[config.mk]
export PLATFORM = sky130hd
export DESIGN_NAME = adder_seq_ctrl
export DESIGN_NICKNAME = d
export VERILOG_FILES = /design/src/rtl/adder_seq_ctrl.sv
export SDC_FILE = /design/constraint.sdc
export NUM_CORES = 1
export LEC_CHECK = 0
export ABC_AREA = 1
export BUFFER_PORTS_ARGS = -buffer_cell sky130_fd_sc_hd__buf_4
export CORE_ASPECT_RATIO = 0.6
export CORE_MARGIN = 1.5
export CORE_UTILIZATION = 55
export DETAILED_ROUTE_END_ITERATION = 16
export PLACE_DENSITY = 0.83
export SETUP_SLACK_MARGIN = 0.02
export SLEW_MARGIN = 25
export SYNTH_ARGS = -nofsm -noshare
export SYNTH_HDL_FRONTEND = slang
export SYNTH_SLANG_ARGS = --single-unit
[constraint.sdc]
create_clock -name i_clk -period 2.5 [get_ports i_clk]
set_input_delay 0.25 -clock i_clk [delete_from_list [all_inputs] [get_ports i_clk]]
set_output_delay 0.25 -clock i_clk [all_outputs]
set_load 0.02 [all_outputs]
[src/rtl/adder_seq_ctrl.sv]
// -----------------------------------------------------------------------------
// adder_seq_ctrl
//
// Multi-cycle wide adder controller. A DATA_WIDTH-bit add with carry-in is
// performed by stepping one SLICE_WIDTH-bit carry-lookahead slice
// (adder_xbit_ahead) across the operands over NUM_SLICES clock cycles. The
// least-significant slice goes first, and a registered carry links each slice
// to the next. Valid/ready handshakes on both sides allow the block to sit
// between an issue stage and its consumer.
//
// Ports (adder_seq_ctrl):
//   i_clk    in   1           clock, rising edge
//   i_rst    in   1           synchronous reset, active-high
//   i_valid  in   1           request valid
//   o_ready  out  1           controller can accept a request (IDLE)
//   i_num_a  in   DATA_WIDTH  operand a
//   i_num_b  in   DATA_WIDTH  operand b
//   i_cry    in   1           carry-in into bit 0
//   o_valid  out  1           result valid (DONE)
//   i_ready  in   1           consumer accepts result
//   o_res    out  DATA_WIDTH  sum mod 2^DATA_WIDTH
//   o_cry    out  1           carry out of bit DATA_WIDTH-1
//   o_busy   out  1           high while in CALC or DONE
//
// Ports (adder_xbit_ahead):
//   a_i, b_i  in   WIDTH  slice operands
//   cry_i     in   1      slice carry-in
//   sum_o     out  WIDTH  slice sum
//   cry_o     out  1      slice carry-out
// -----------------------------------------------------------------------------

// Carry-lookahead slice. Each carry is built as a flat sum of products of
// generate/propagate terms, so no carry ripples through the slice.
module adder_xbit_ahead #(
   parameter int WIDTH = 8
) (
   input  logic [WIDTH-1:0] a_i,
   input  logic [WIDTH-1:0] b_i,
   input  logic             cry_i,
   output logic [WIDTH-1:0] sum_o,
   output logic             cry_o
);

   logic [WIDTH-1:0] gen;
   logic [WIDTH-1:0] prop;
   logic [WIDTH:0]   cry;

   assign gen  = a_i & b_i;
   assign prop = a_i ^ b_i;

   // c[i+1] = g[i] | p[i]g[i-1] | p[i]p[i-1]g[i-2] | ... | p[i..0]cin
   always_comb begin
      logic acc;
      logic pprod;
      cry    = '0;
      cry[0] = cry_i;
      for (int i = 0; i < WIDTH; i++) begin
         acc   = 1'b0;
         pprod = 1'b1;
         for (int j = i; j >= 0; j--) begin
            acc   = acc | (pprod & gen[j]);
            pprod = pprod & prop[j];
         end
         acc        = acc | (pprod & cry_i);
         cry[i+1]   = acc;
      end
   end

   assign sum_o = prop ^ cry[WIDTH-1:0];
   assign cry_o = cry[WIDTH];

endmodule

module adder_seq_ctrl #(
   parameter int DATA_WIDTH  = 32,
   parameter int SLICE_WIDTH = 8
) (
   input  logic                  i_clk,
   input  logic                  i_rst,
   input  logic                  i_valid,
   output logic                  o_ready,
   input  logic [DATA_WIDTH-1:0] i_num_a,
   input  logic [DATA_WIDTH-1:0] i_num_b,
   input  logic                  i_cry,
   output logic                  o_valid,
   input  logic                  i_ready,
   output logic [DATA_WIDTH-1:0] o_res,
   output logic                  o_cry,
   output logic                  o_busy
);

   localparam int NUM_SLICES = DATA_WIDTH / SLICE_WIDTH;
   // Keep the counter at least one bit wide so NUM_SLICES=1 still elaborates.
   localparam int CNT_W = (NUM_SLICES > 1) ? $clog2(NUM_SLICES) : 1;
   localparam logic [CNT_W-1:0] LAST_CNT = CNT_W'(NUM_SLICES - 1);

   localparam logic [1:0] ST_IDLE = 2'd0;
   localparam logic [1:0] ST_CALC = 2'd1;
   localparam logic [1:0] ST_DONE = 2'd2;

   if ((DATA_WIDTH % SLICE_WIDTH) != 0) begin : g_bad_width
      $error("adder_seq_ctrl: DATA_WIDTH must be a multiple of SLICE_WIDTH");
   end
   if (NUM_SLICES < 1) begin : g_bad_slices
      $error("adder_seq_ctrl: NUM_SLICES must be at least 1");
   end

   logic [1:0]            state_q, state_d;
   logic [CNT_W-1:0]      cnt_q, cnt_d;
   logic [DATA_WIDTH-1:0] opa_q, opa_d;
   logic [DATA_WIDTH-1:0] opb_q, opb_d;
   logic                  cry_q, cry_d;     // inter-slice carry
   logic [DATA_WIDTH-1:0] res_q, res_d;
   logic                  ocry_q, ocry_d;   // final carry, published in DONE

   logic [SLICE_WIDTH-1:0] slice_sum;
   logic                   slice_cry;

   adder_xbit_ahead #(
      .WIDTH (SLICE_WIDTH)
   ) u_slice (
      .a_i   (opa_q[SLICE_WIDTH-1:0]),
      .b_i   (opb_q[SLICE_WIDTH-1:0]),
      .cry_i (cry_q),
      .sum_o (slice_sum),
      .cry_o (slice_cry)
   );

   always_comb begin
      state_d = state_q;
      cnt_d   = cnt_q;
      opa_d   = opa_q;
      opb_d   = opb_q;
      cry_d   = cry_q;
      res_d   = res_q;
      ocry_d  = ocry_q;

      case (state_q)
         ST_IDLE: begin
            if (i_valid) begin
               opa_d   = i_num_a;
               opb_d   = i_num_b;
               cry_d   = i_cry;
               cnt_d   = '0;
               state_d = ST_CALC;
            end
         end

         ST_CALC: begin
            // New slice enters at the top; after NUM_SLICES steps the first
            // (least-significant) slice has reached bit 0.
            res_d = (res_q >> SLICE_WIDTH)
                  | (DATA_WIDTH'(slice_sum) << (DATA_WIDTH - SLICE_WIDTH));
            opa_d = opa_q >> SLICE_WIDTH;
            opb_d = opb_q >> SLICE_WIDTH;
            cry_d = slice_cry;
            cnt_d = cnt_q + CNT_W'(1);
            if (cnt_q == LAST_CNT) begin
               ocry_d  = slice_cry;
               state_d = ST_DONE;
            end
         end

         ST_DONE: begin
            // Everything is held until the consumer takes the result.
            if (i_ready) begin
               state_d = ST_IDLE;
            end
         end

         default: begin
            state_d = ST_IDLE;
         end
      endcase
   end

   always_ff @(posedge i_clk) begin
      if (i_rst) begin
         state_q <= ST_IDLE;
         cnt_q   <= '0;
         opa_q   <= '0;
         opb_q   <= '0;
         cry_q   <= 1'b0;
         res_q   <= '0;
         ocry_q  <= 1'b0;
      end else begin
         state_q <= state_d;
         cnt_q   <= cnt_d;
         opa_q   <= opa_d;
         opb_q   <= opb_d;
         cry_q   <= cry_d;
         res_q   <= res_d;
         ocry_q  <= ocry_d;
      end
   end

   // Handshake outputs are decoded from state only, so neither i_valid nor
   // i_ready reaches an output combinationally.
   assign o_ready = (state_q == ST_IDLE);
   assign o_valid = (state_q == ST_DONE);
   assign o_busy  = (state_q == ST_CALC) || (state_q == ST_DONE);
   assign o_res   = res_q;
   assign o_cry   = ocry_q;

endmodule

==> flow_metrics.env, run 1 <==
export IMPL_finalPower_uw=4710
export IMPL_dr_wl_met3_um=897
export IMPL_p_leak_uw=0.00253
export IMPL_synthCells=612
export IMPL_place_area_mm2=0.00530
export IMPL_drtPass1Iterations=5
export IMPL_synth_main_ff_cell="dfxtp_1"
export IMPL_hpwlAfterDp_mm=8.03
export IMPL_wl_met1_mm=5.58
export IMPL_port_buffers=104
export IMPL_whs_ps=174
export IMPL_cts_setup_buffers=0
export IMPL_area_growth_pct=23.6
export IMPL_synthTopCellsByArea="dfxtp_1 (45%), nand2_1 (12%), o21ai_0 (8.1%)"
export IMPL_clock_sinks=102
export IMPL_yosysTopAreaCellShare_pct=45.1
export IMPL_synth_fp_nets=694
export IMPL_layout_nets=772
export IMPL_grtUsageTotal_pct=27.3
export IMPL_die_h_um=73.2
export IMPL_cts_htree_levels=3
export IMPL_clk_latency_ps=350
export IMPL_maxSlewHeadroom_pct=63.1
export IMPL_antenna_found_initial=0
export IMPL_fillers=653
export IMPL_drive_above_1_share_pct=20.1
export IMPL_hold_viol=0
export IMPL_hp_class="in2reg"
export IMPL_irDropWorstVdd_mv=0.428
export IMPL_setup_violations=0
export IMPL_top_layer_used="met4"
export IMPL_path_clk_slew_ps=70
export IMPL_worst_pin_slew_ps=552
export IMPL_finalCritPeriodShare_pct=76.6
export IMPL_fmax_mhz=522
export IMPL_final_seq_area_mm2=0.00204
export IMPL_root_buffer="clkbuf_16"
export IMPL_rsz0062_at_grt="false"
export IMPL_antenna_cells=0
export IMPL_yosysTopAreaCell="dfxtp_1"
export IMPL_wl_mm=11.6
export IMPL_multi_input_area_mm2=0.00212
export IMPL_finalCriticalPeriod_ps=1910
export IMPL_setup_ws_ps=585
export IMPL_clk_path_buf_depth=2
export IMPL_yosys_top_cells_count="nand2_1 (145), dfxtp_1 (102), o21ai_0 (73)"
export IMPL_fin_area_mm2=0.00559
export IMPL_setup_tns_ps=0
export IMPL_synthXorXnorAreaFrac_pct=0.581
export IMPL_worstPathArrival_ps=2190
export IMPL_rows=25
export IMPL_cts_hold_buffers=0
export IMPL_die_x_um=120
export IMPL_first_iter_violations=415
export IMPL_syn_area_mm2=0.00452
export IMPL_grt_pass1_vias=4027
export IMPL_synth_top_family_by_area="simple AND/OR/NAND/NOR gates"
export IMPL_drv_slew=0
export IMPL_gr_total_overflow=0
export IMPL_drv_cap=0
export IMPL_yosysSeqAreaShare_pct=45.1
export IMPL_num_vias=4417
export IMPL_path_max_fanout=69
export IMPL_synth_edff_count=0
export IMPL_start_util_pct=57.2
export IMPL_critical_path_class="reg2reg"
export IMPL_place_ws_ps=659
export IMPL_synth_simple_gate_area_share_pct=23.3
export IMPL_numCtsBuffers=9
export IMPL_synth_mux_area_share_pct=0
export IMPL_ys_seq_elements=102
export IMPL_p_per_area_mw_per_mm2=843
export IMPL_synthAdderAreaFrac_pct=3.76
export IMPL_grt_max_degree=70
export IMPL_end_kind="flop"
export IMPL_vias_per_cell=5.50
export IMPL_dieArea_mm2=0.00879
export IMPL_coreArea_mm2=0.00791
export IMPL_fin_worst_skew_ps=7.81
export IMPL_drc_errors=0
export IMPL_pin_count=105
export IMPL_wl_met2_mm=5.06
export IMPL_ant_nets=0
export IMPL_status="complete, no violations"
export IMPL_cts_tree="yes"
export IMPL_routedWlPerCell_um=14.5
export IMPL_synth_compound_area_share_pct=19.2
export IMPL_syn_avg_cell_area_um2=7.39
export IMPL_ys_warnings_count=0
export IMPL_place_congestion=0.873
export IMPL_synth_most_common_cell="nand2_1"
export IMPL_grt_pass1_wl_mm=19.0
export IMPL_cts_resized=0
export IMPL_cp_data_required_time_ps=2770
export IMPL_startpoint_type="flop"
export IMPL_synthArstFlopShare_pct=0
export IMPL_ys_types=31
[cell type report]
cell class	count	share of cell area (%)
timing repair buffer	112	15.7
tap	108	2.42
clock inverter	5	0.783
sequential	102	36.5
clock buffer	11	4.34
inverter	34	2.31
multi-input combinational	431	37.9
[layout by cell type (no fill, tap or decap), types with 2 or more instances in the layout]
cell type and n:
dfxtp_1 102, o21ai_0 73, ha_1 11, nor2_2 2, a21oi_1 27, clkinv_4 2
nand2_1 145, a31oi_1 48, nand3_1 33, buf_12 3, buf_4 109, clkinvlp_4 2
o21ai_1 7, inv_2 2, nor3_1 2, nand4_1 3, xor2_1 2, clkbuf_16 9
nor2_1 64, nand3_2 3, inv_1 31
[critical path, cell delays in order (launching register included)]
cell and delay (ps):
dfxtp_1 370, inv_1 80, ha_1 220, nand2_1 110, o21ai_1 110, inv_2 300, buf_12 300, o21ai_0 140
a31oi_1 190
[metrics by stage]
step           std cells  utilization (%)
2_1_floorplan        612                -
3_3_place_gp         787             67.0
3_5_place_dp         787             67.0
4_1_cts              803             70.6
5_1_grt              803             70.6
6_report             803             70.6
[routing by layer]
layer  vias up  GRT usage (%)
met4         0           5.82
li1       2195              -
met2       154           42.6
met3        10           7.42
met1      2058           38.3
met5         -              0
[report_power, final]
part	total, uW	switching, uW	internal (uW)
clock	1350	637	714
sequential	2050	171	1880
combinational	1310	810	499
[logic make-up after synthesis]
kind of cell / after synthesis
AOI/OAI and AO/OA: 159
xor gates and xnor gates: 3
adders and majority gates: 13
buffers and inverters: 79
DFF: 102
and+or+nand+nor: 256
[registers in the layout (all words and copies together) (netlist names)]
name and cells:
o_res 32, state_q 2, o_cry 1, opb_q 32, cnt_q 2, opa_q 32, cry_q 1
[final timing paths]
kind,from,endpoint,slack [ps],depth (start not counted)
worst max-delay path,state_q[1]$_SDFFE_PP0P_,opb_q[21]$_SDFFE_PP0P_,590,8
worst min-delay path,i_num_b[25],opb_q[25]$_SDFFE_PP0P_,170,3
worst max register to register,state_q[1]$_SDFFE_PP0P_,opb_q[21]$_SDFFE_PP0P_,590,8
worst min register to register,opa_q[24]$_SDFFE_PP0P_,opa_q[24]$_SDFFE_PP0P_,470,2
No activity file was read; power rests on OpenSTA's default activity.
==> run 2: changes to the inputs <==
--- a/config.mk
+++ b/config.mk
@@ -9,9 +9,9 @@
 export BUFFER_PORTS_ARGS = -buffer_cell sky130_fd_sc_hd__buf_4
 export CORE_ASPECT_RATIO = 0.6
 export CORE_MARGIN = 1.5
-export CORE_UTILIZATION = 55
+export CORE_UTILIZATION = 48
 export DETAILED_ROUTE_END_ITERATION = 16
-export PLACE_DENSITY = 0.83
+export PLACE_DENSITY = 0.77
 export SETUP_SLACK_MARGIN = 0.02
 export SLEW_MARGIN = 25
 export SYNTH_ARGS = -nofsm -noshare
==> constraint.sdc (replaced) <==
create_clock -name i_clk -period 1.7 [get_ports i_clk]
set_input_delay 0.17 -clock i_clk [delete_from_list [all_inputs] [get_ports i_clk]]
set_output_delay 0.17 -clock i_clk [all_outputs]
set_load 0.02 [all_outputs]
==> flow_metrics.env, run 2 (synthesized netlist as in run 1, its figures left out) <==
export IMPL_status="complete, no violations"
export IMPL_vias_per_cell=5.44
export IMPL_fmax_mhz=623
export IMPL_drv_slew=0
export IMPL_cts_htree_levels=3
export IMPL_pin_count=105
export IMPL_path_clk_slew_ps=70
export IMPL_switchingPower_uw=2470
export IMPL_switching_share_pct=33.6
export IMPL_slowest_stage="dfxtp_1"
export IMPL_wl_mm=12.5
export IMPL_clk_path_buf_depth=2
export IMPL_place_congestion=0.871
export IMPL_rsz0062_at_grt="true"
export IMPL_combPwrFrac_pct=29.9
export IMPL_ant_nets=0
export IMPL_finalCritPeriodShare_pct=94.3
export IMPL_antenna_found_initial=0
export IMPL_die_h_um=78.2
export IMPL_drtPass1Iterations=5
export IMPL_final_seq_area_mm2=0.00204
export IMPL_gr_total_overflow=0
export IMPL_clock_sinks=102
export IMPL_setup_ws_ps=96.1
export IMPL_p_clk_share_pct=28.9
export IMPL_p_per_area_mw_per_mm2=1250
export IMPL_startpoint_type="flop"
export IMPL_fin_worst_skew_ps=8.72
export IMPL_final_common_cell="nand2_1"
export IMPL_place_ws_ps=72.8
export IMPL_grt_pass1_vias=4048
export IMPL_start_util_pct=49.4
export IMPL_crit_chain="inv_2, ha_4, o21ai_4, clkinv_4, clkbuf_16, o21ai_0, a31oi_1"
export IMPL_cp_slowest_stage_delay_ps=370
export IMPL_setup_violations=0
export IMPL_irDropWorstVdd_mv=0.570
export IMPL_port_buffers=104
export IMPL_die_x_um=128
export IMPL_grtUsageTotal_pct=24.4
export IMPL_dieArea_mm2=0.0100
export IMPL_path_max_fanout=31
export IMPL_area_growth_pct=29.9
export IMPL_hp_class="in2reg"
export IMPL_drc_errors=0
export IMPL_drive_above_1_share_pct=22.4
export IMPL_dp_cells=812
export IMPL_rrSetupSlack_ps=100
export IMPL_cp_data_required_time_ps=1940
export IMPL_layout_nets=779
export IMPL_clk_latency_ps=350
export IMPL_worstPathArrival_ps=1840
export IMPL_hpwlAfterDp_mm=7.91
export IMPL_pwr_share_seq_pct=41.2
export IMPL_numCtsBuffers=9
export IMPL_drv_cap=0
export IMPL_utilization_pct=64.2
export IMPL_fillers=795
export IMPL_crit_family="buffers and inverters"
export IMPL_hold_viol=0
export IMPL_critical_path_buf_inv_count=3
export IMPL_grt_pass1_wl_mm=19.5
export IMPL_worst_pin_slew_ps=331
export IMPL_whs_ps=87.2
export IMPL_first_iter_violations=393
export IMPL_grt_max_degree=82
export IMPL_rows=27
export IMPL_routedWlPerCell_um=15.0
export IMPL_coreArea_mm2=0.00916
export IMPL_layout_common_cells="nand2_1 (145), buf_4 (108), dfxtp_1 (102), o21ai_0 (67), nor2_1 (64)"
export IMPL_cts_tree="yes"
export IMPL_p_leak_uw=0.00263
export IMPL_root_buffer="clkbuf_16"
export IMPL_antenna_cells=0
export IMPL_finalCriticalPeriod_ps=1600
export IMPL_multi_input_area_mm2=0.00218
export IMPL_cts_hold_buffers=0
export IMPL_intPower_uw=4870
export IMPL_num_vias=4527
export IMPL_finalPower_uw=7330
export IMPL_maxSlewHeadroom_pct=78.0
export IMPL_final_cells=832
export IMPL_end_kind="flop"
export IMPL_critical_path_class="reg2reg"
[run 2: cell count changes in the layout (fill, tap and decap cells not counted), sizes merged]
cell      before  now
bufinv         0    1
clkinv         3    4
clkinvlp       2    1
buf          112  115
clkbuf        11   14
[run 2: routing by layer]
metal  up-vias  global-route usage [%]  part of all wire (%)  wire length, um
met2       157                    36.6                    43             5350
li1       2215                       -                     -                -
met4         0                    5.62                   1.1              135
met3        14                    6.34                   7.1              883
met1      2141                    35.1                    49             6100
met5         -                       0                     0                0
[run 2: power by group through the flow]
stage	clock, uW	combinational [uW]	sequential (uW)
6_report	2120	2190	3020
3_5_place_dp	0	1950	3050
3_3_place_gp	0	1910	3030
5_1_grt	2250	2420	3060
4_1_cts	2150	1970	3000
2_1_floorplan	0	1220	3130
[run 2: area by class of cell]
class | count | area share (%)
sequential | 102 | 34.8
timing repair buffer | 119 | 17.9
multi-input combinational | 431 | 37.1
clock inverter | 6 | 1.15
tap | 130 | 2.77
clock buffer | 10 | 4.07
inverter | 34 | 2.28
[run 2: path summary, 6_finish.rpt]
| check | cells after the start | to | startpoint |
|---|---|---|---|
| worst max-delay path | 7 | opb_q[13]$_SDFFE_PP0P_ | state_q[1]$_SDFFE_PP0P_ |
| worst min-delay path | 3 | opa_q[30]$_SDFFE_PP0P_ | i_num_a[30] |
| worst max register to register | 7 | opb_q[13]$_SDFFE_PP0P_ | state_q[1]$_SDFFE_PP0P_ |
| worst min register to register | 2 | opa_q[26]$_SDFFE_PP0P_ | opa_q[26]$_SDFFE_PP0P_ |
[run 2: worst min-delay path, stage by stage]
cell and delay (ps):
buf_4 110, nand3_1 60, a21oi_1 50
[run 2: what timing repair did]
action / 4_1_cts / 5_1_grt
setup buffers: 0 / 0
setup endpoints to repair: 1 / 69
cloned: 0 / 4
gates resized for setup: 1 / 26
[run 2: metrics by stage]
stage / setup TNS, ps / area, um^2
after CTS: 0 / 5690
after global placement: 0 / 5380
after detailed placement: 0 / 5380
after floorplan: 0 / 4520
after global routing: -8.64 / 5880
final: 0 / 5880
